$ cat src/rtl/sdu_seq_ctrl.sv
// Transmit sequence controller for the SDUltrasound TX path: gates the TX replay
// stage for seq_len cycles out of every period, for a programmed number of bursts.
module sdu_seq_ctrl #(
  parameter int CNT_W   = 16,
  parameter int BURST_W = 16
) (
  input  logic               clk,
  input  logic               reset,
  input  logic [CNT_W-1:0]   set_seq_len,
  input  logic [CNT_W-1:0]   set_period,
  input  logic [BURST_W-1:0] set_bursts,
  input  logic               start,
  input  logic               abort,
  output logic               sdu_tx_en,
  output logic               sdu_seq_done_strobe,
  output logic               busy,
  output logic               start_err,
  output logic [BURST_W-1:0] seq_count
);

  typedef enum logic [1:0] {
    IDLE   = 2'd0,
    TX     = 2'd1,
    LISTEN = 2'd2
  } state_t;

  localparam logic [CNT_W-1:0]   CNT_ONE   = CNT_W'(1);
  localparam logic [BURST_W-1:0] BURST_ONE = BURST_W'(1);

  state_t             state_q, state_d;
  logic [CNT_W-1:0]   phase_q, phase_d;
  logic [CNT_W-1:0]   len_q, len_d;
  logic [CNT_W-1:0]   period_q, period_d;
  logic [BURST_W-1:0] rem_q, rem_d;
  logic [BURST_W-1:0] cnt_q, cnt_d;
  logic               cont_q, cont_d;
  logic               done_q, done_d;
  logic               err_q, err_d;
  logic               settings_ok;

  // period > len keeps at least one idle cycle between sequences so the
  // replay stage sees tx_en drop and rewinds its read index.
  assign settings_ok = (set_seq_len != '0) && (set_period > set_seq_len);

  always_comb begin
    state_d  = state_q;
    phase_d  = phase_q;
    len_d    = len_q;
    period_d = period_q;
    rem_d    = rem_q;
    cnt_d    = cnt_q;
    cont_d   = cont_q;
    done_d   = 1'b0;
    err_d    = 1'b0;
    case (state_q)
      IDLE: begin
        if (start && !abort) begin
          if (settings_ok) begin
            len_d    = set_seq_len;
            period_d = set_period;
            rem_d    = set_bursts;
            cont_d   = (set_bursts == '0);
            cnt_d    = '0;
            phase_d  = '0;
            state_d  = TX;
          end else begin
            err_d = 1'b1;
          end
        end
      end
      TX: begin
        phase_d = phase_q + CNT_ONE;
        if (phase_q == len_q - CNT_ONE) begin
          state_d = LISTEN;
          done_d  = 1'b1;
          cnt_d   = cnt_q + BURST_ONE;
          if (!cont_q) rem_d = rem_q - BURST_ONE;
        end
      end
      LISTEN: begin
        if (phase_q == period_q - CNT_ONE) begin
          if (cont_q || (rem_q != '0)) begin
            phase_d = '0;
            state_d = TX;
          end else begin
            state_d = IDLE;
          end
        end else begin
          phase_d = phase_q + CNT_ONE;
        end
      end
      default: state_d = IDLE;
    endcase
    // Abort truncates the current sequence without crediting it.
    if (abort) begin
      state_d = IDLE;
      done_d  = 1'b0;
      err_d   = 1'b0;
      cnt_d   = cnt_q;
    end
  end

  always_ff @(posedge clk or negedge reset) begin
    if (!reset) begin
      state_q  <= IDLE;
      phase_q  <= '0;
      len_q    <= '0;
      period_q <= '0;
      rem_q    <= '0;
      cnt_q    <= '0;
      cont_q   <= 1'b0;
      done_q   <= 1'b0;
      err_q    <= 1'b0;
    end else begin
      state_q  <= state_d;
      phase_q  <= phase_d;
      len_q    <= len_d;
      period_q <= period_d;
      rem_q    <= rem_d;
      cnt_q    <= cnt_d;
      cont_q   <= cont_d;
      done_q   <= done_d;
      err_q    <= err_d;
    end
  end

  assign sdu_tx_en           = (state_q == TX);
  assign busy                = (state_q != IDLE);
  assign sdu_seq_done_strobe = done_q;
  assign start_err           = err_q;
  assign seq_count           = cnt_q;

endmodule

$ cat config.mk
export PLATFORM = sky130hd
export DESIGN_NAME = sdu_seq_ctrl
export DESIGN_NICKNAME = d
export VERILOG_FILES = /design/src/rtl/sdu_seq_ctrl.sv
export SDC_FILE = /design/constraint.sdc
export NUM_CORES = 1
export LEC_CHECK = 0
export ABC_AREA = 1
export BUFFER_PORTS_ARGS = -buffer_cell sky130_fd_sc_hd__buf_4
export CAP_MARGIN = 20
export CORE_MARGIN = 1
export CORE_UTILIZATION = 40
export DETAILED_ROUTE_END_ITERATION = 10
export GPL_TIMING_DRIVEN = 0
export PLACE_DENSITY = 0.59
export SYNTH_ARGS = -nofsm -noshare
export SYNTH_HDL_FRONTEND = slang
export SYNTH_SLANG_ARGS = --single-unit
$ cat constraint.sdc
create_clock -name clk -period 3.5 [get_ports clk]
set_input_delay 0.175 -clock clk [delete_from_list [all_inputs] [get_ports clk]]
set_output_delay 0.175 -clock clk [all_outputs]
set_load 0.02 [all_outputs]
# Yosys cells after proc, flatten, opt, wreduce, memory -nomap -nowiden
# Cells that the tools add are included.
# totals
out_inout_bits,20
register_bits,85
in_bits,52
wordCells,71
# op_classes
reduce_logical,16
bitwise,1
n_eq_ne,13
magnitude_cmp,1
mux,26
addsub,5
# op_table
operator,n
$mux 16,9
$pmux 16 s2,2
$pmux 16 s3,1
$sub 16x1->16 const B,3
$add 16x1->16 const B,2
$eq 16x16->1,2
$reduce_bool 16->1,2
$gt 16x16->1,1
$logic_not 16->1,1
$ne 3x3->1 const B,4
$mux 2,5
$reduce_and 5->1,2
$mux 1,8
$reduce_and 4->1,2
$ne 2x2->1 const B,3
$pmux 2 s3,1
$reduce_bool 2->1,2
$ne 3x2->1 const B,1
$reduce_and 3->1,1
$reduce_bool 3->1,1
$eq 2x1->1 const B,1
$eq 2x2->1 const B,1
$logic_and 1x1->1,2
$logic_not 2->1,1
other kinds (4),4

# Longest topological paths before layout
# depth
depth_word,6
mapped_depth,18

# Least setup slack after synthesis
# OpenSTA, ideal clock, no wires.
# synth_path
path_type,reg2reg
start,reg period_q[0]
end,reg phase_q[2]
path_slack_ps,1504
arrival_ps,1878
t_required_ps,3382
path_buffers,1
setup_time_ps,118
path_stages_with_launch,17
path_cell_list,dfrtp_1 inv_2 ha_1 nand2_4 nor2_4 nand2_2 nor2_4 nor2_2 nor2_2 nand3_1 nor2_2 nand3_2 nand2_4 inv_4 buf_6 nand3_1 nand2_1
# synth_via
elab_chain_len,4
# synth_lines
item,line,source
"start, declared",33,"logic [CNT_W-1:0] period_q, period_d;"
"start signal, assigned",118,period_q <= period_d;
$sub 16x1->16 (*),81,if (phase_q == period_q - CNT_ONE) begin
$eq 16x16->1 (*),81,
$ne 3x3->1 (no source line) / $mux 16 (equally long branches),n/a,
$reduce_and 4->1 (no source line) / $pmux 16 s3 (equally long branches),n/a,
"end signal, assigned",116,phase_q <= phase_d;
"end, declared",31,"logic [CNT_W-1:0] phase_q, phase_d;"
# Every way passes the cells marked *; elsewhere a longest branch is shown, timed or not.
# A chain may end at the register's enable or synchronous reset.

# Worst setup path in the final report
# Ends and elaborated chain as after synthesis.

==> summary.txt <==
Worst setup path
  – CP max FO: 10
  – Worst path top cell family by delay: simple AND/OR/NAND/NOR gates
  – CP max-delay cell: dfrtp_1
  – Bufs and invs on worst path: 3
  – Critical path data required time: approximately 3.7 ns
  – CP Class: reg2reg
  – Startpoint types: flip-flop
  – CP peak stage delay: 0.42 ns
  – Arrival @ worst endpoint: 2.78 ns
  – Worst-path cell chain: inv_2, ha_1, nand2_4, nor2_4, nand2_1, nand3_1, nand2_1, nor2_1, nand3_1, nor2_1, nand3_2, nand2_4, inv_4, buf_6, nand3_1, nand2_1
  – Crit. End Element: flip-flop

STA
  – Sum of negative setup slack: 0 ns
  – Setup Skew: 0.00834 ns
  – Period Utilization, post-route: 0.730
  – Endpoints failing setup: 0
  – Relative slew slack: 0.594
  – Final Slew Violations: 0
  – Unrepaired setup endpoints after global routing: no
  – Hold Vio Cnt, Final: 0
  – Fmax: 392 MHz
  – Worst-Margin Slew: 0.609 ns
  – Period minus WS final: 2.55 ns

Synth
  – Syn_nets: 1,156
  – Synth warn: 0
  – Adder-cell area share of the yosys netlist: 0.0456
  – Largest family of logic cells by synthesized area: simple AND/OR/NAND/NOR gates
  – Mean Syn Cell Area: 6.62 sq um
  – Post-synth EDFFs: 0
  – Xor/xnor share of the synthesized area: 0.0589
  – Complex-gate fraction of the synthesized area: 0.103
  – Primary FF master, synth: dfrtp_1
  – Mux cell area share after synthesis: 0.00281
  – Area contributors post-synth: dfrtp_1 30%, nand2_1 18%, inv_1 6.5%
  – Register bit total from synthesis: 85
  – Post-synthesis simple-gate area fraction: 0.391
  – Post-synth ARST share: 1.00
  – Cell Area, Synth: roughly 7100 sq um
  – Post-Syn Instances: 1,078
  – Dominant cell type by area after synthesis: dfrtp_1
  – Top-area cell type share of the netlist area: 0.298
  – Seq/Total Area, Yosys: 0.298
  – Distinct cell type count after synthesis: 41

Clock tree
  – CTS clk-pin slew, worst paths: 0.07 ns
  – H-tree levels: 3
  – Clock latency at the later pin of the worst-skew pair: 0.35 ns
  – Cts bufs inserted: 9
  – CTS Root Cell: clkbuf_16
  – CTS resizes: 0
  – TritonCTS clock tree: yes
  – CTS max path bufs: 2
  – CTS Hold Bufs: 1
  – Setup bufs post-CTS: 0
  – Clock sink count: 85

Final layout
  – Syn-to-layout area delta: 16.3%
  – Fill cells: 1,781
  – Nets: approximately 1,200
  – Ant diodes: 0
  – Fraction of layout instances using a drive strength above 1: 0.168
  – Core Util, Final: 0.478

Placed design
  – I/O Buffers: 71
  – Routability cong.: about 0.88
  – Dpl hpwl: 15.7 mm

Pwr
  – Clock power frac: 0.192
  – Peak supply drop: 383 uV
  – Psw: 0.00257 W
  – Reg power frac: 0.306
  – PwrDens: 655 nW/um^2
  – Sw Ratio: 0.473
  – Combinational power share: 0.502
  – Leakage: 4.23 nW
  – Power Internal: 0.00287 W

GRT
  – Initial antenna violation count: 0
  – First-pass GRT wire length: ~34 mm
  – Tot GR Track Use: 0.237
  – Largest net degree at the start of global routing: 50
  – GRT overflow: 0
  – Number of global-route vias before repair: 6,683

Outcome
  – Status: completed

Route
  – Antenna viol nets, final: 0
  – DRT Wirelength: 19.9 mm
  – Vias/cell: roughly 5
  – Pre-antenna DRT Iters: 4
  – Via count: approximately 6,900
  – Avg WL per Cell: 14.3 microns
  – DRC Markers: 0
  – Initial DRC Count: 280

Floorplan
  – Row count: 48
  – Die height: 136 microns
  – Starting density of the core: 0.411
  – Chip Width: 136 microns
  – Top Ports: 72
  – Core ar.: 17,400 sq um
  – Die area: 18,400 sq um

Worst hold path
  – Hold crit path type: in2reg

Flow run
  – MaxCap Viol Count: 0
## logic make-up after synthesis
group,Yosys count
adders and majority gates,26
and+or+nand+nor,629
muxes,2
AOI/OAI and AO/OA,118
DFF,85
buffers and inverters,170
xor gates and xnor gates,48
## cell usage after synthesis, types with 2 or more instances
| library cell | number |
|---|---|
| buf_1 | 2 |
| nor2_4 | 7 |
| inv_2 | 6 |
| nand3_4 | 2 |
| nor3_1 | 17 |
| buf_6 | 7 |
| xnor2_1 | 11 |
| a21oi_1 | 21 |
| o21ai_0 | 54 |
| or2_2 | 11 |
| dfrtp_1 | 85 |
| nand3_2 | 10 |
| nand4_1 | 14 |
| xor2_1 | 37 |
| clkbuf_1 | 12 |
| mux2i_1 | 2 |
| a21boi_0 | 2 |
| ha_1 | 26 |
| nand3_1 | 83 |
| nor2_2 | 7 |
| nand2_4 | 3 |
| buf_2 | 17 |
| nor4_1 | 6 |
| nand3b_1 | 6 |
| inv_1 | 123 |
| nand2_2 | 3 |
| nor2_1 | 111 |
| nor3b_1 | 2 |
| o21ai_2 | 33 |
| nand2_1 | 346 |
| o21bai_1 | 2 |
## through the flow
step                power, W  instance area (sq um)  hold WS [ns]  instances  setup slack [ns]
finish               0.00544                   8300        0.0179       1390             0.947
global route         0.00599                   8300        0.0234       1390             0.677
CTS                  0.00548                   8300       0.00551       1390             0.936
detailed placement   0.00441                   7980         0.176       1375             0.941
global placement     0.00437                   7950         0.363       1374             0.959
floorplan            0.00367                   7130        -0.121       1078              1.50
## final timing paths
path	start	endpoint	slack (ns)	depth (start not counted)
worst max register to register	period_q[0]	phase_q[2]	0.95	16
min in group asynchronous	reset	rem_q[3]	0.34	2
worst min register to register	rem_q[0]	rem_q[0]	0.52	2
worst max-delay path	period_q[0]	phase_q[2]	0.95	16
worst min-delay path	abort	sdu_seq_done_strobe	0.02	2
max in group asynchronous	reset	phase_q[9]	2.52	3
## sequential cells by signal, indices dropped and copies added (netlist names)
register / cells
cont_q: 1
len_q: 16
period_q: 16
phase_q: 16
rem_q: 16
sdu_seq_done_strobe: 1
seq_count: 16
start_err: 1
state_q: 2
## worst register-to-register path, cell delays in order, from the launching register on
cell and delay (ns):
dfrtp_1 0.42, inv_2 0.15, ha_1 0.35, nand2_4 0.15, nor2_4 0.13, nand2_1 0.08
nand3_1 0.08, nand2_1 0.05, nor2_1 0.10, nand3_1 0.08, nor2_1 0.21, nand3_2 0.14
nand2_4 0.15, inv_4 0.07, buf_6 0.15, nand3_1 0.07, nand2_1 0.06
## area by class of cell
type / count / area, sq um / area share
inverters: 130 / 490 / 0.0591
flip-flops and latches: 85 / 2130 / 0.256
clock buffers: 10 / 239 / 0.0288
clock inverters: 4 / 73.8 / 0.00889
well taps: 225 / 282 / 0.0339
repair buffers: 73 / 571 / 0.0687
plain buffers: 40 / 229 / 0.0276
multi-input cells: 823 / 4290 / 0.517
## power groups by stage
stage | registers [W] | logic, W | clock network (W)
global route | 0.00171 | 0.00317 | 0.00111
floorplan | 0.00155 | 0.00211 | 0
finish | 0.00166 | 0.00273 | 0.00105
CTS | 0.00166 | 0.00275 | 0.00107
detailed placement | 0.00167 | 0.00273 | 0
global placement | 0.00168 | 0.00269 | 0
## layer usage
metal,vias up,GRT usage,share of wire
met5,-,0,0
met3,30,0.0359,0.039
met4,0,0.0762,0.021
met2,128,0.386,0.45
li1,3579,-,-
met1,3117,0.320,0.49
## cell usage in the layout, fill, tap and decap left out, types with 7 or more instances in the layout
| master | n |
|---|---|
| nand2_1 | 346 |
| inv_1 | 123 |
| nor2_2 | 7 |
| nor2_1 | 111 |
| o21ai_2 | 33 |
| nand3_2 | 10 |
| dfrtp_1 | 85 |
| nor2_4 | 7 |
| clkbuf_1 | 12 |
| a21oi_1 | 21 |
| nand3_1 | 83 |
| ha_1 | 26 |
| o21ai_0 | 54 |
| nor3_1 | 17 |
| xnor2_1 | 11 |
| buf_6 | 7 |
| or2_2 | 11 |
| nand4_1 | 14 |
| buf_2 | 17 |
| clkbuf_16 | 9 |
| buf_4 | 72 |
| xor2_1 | 37 |
No activity file was read; power rests on OpenSTA's default activity.
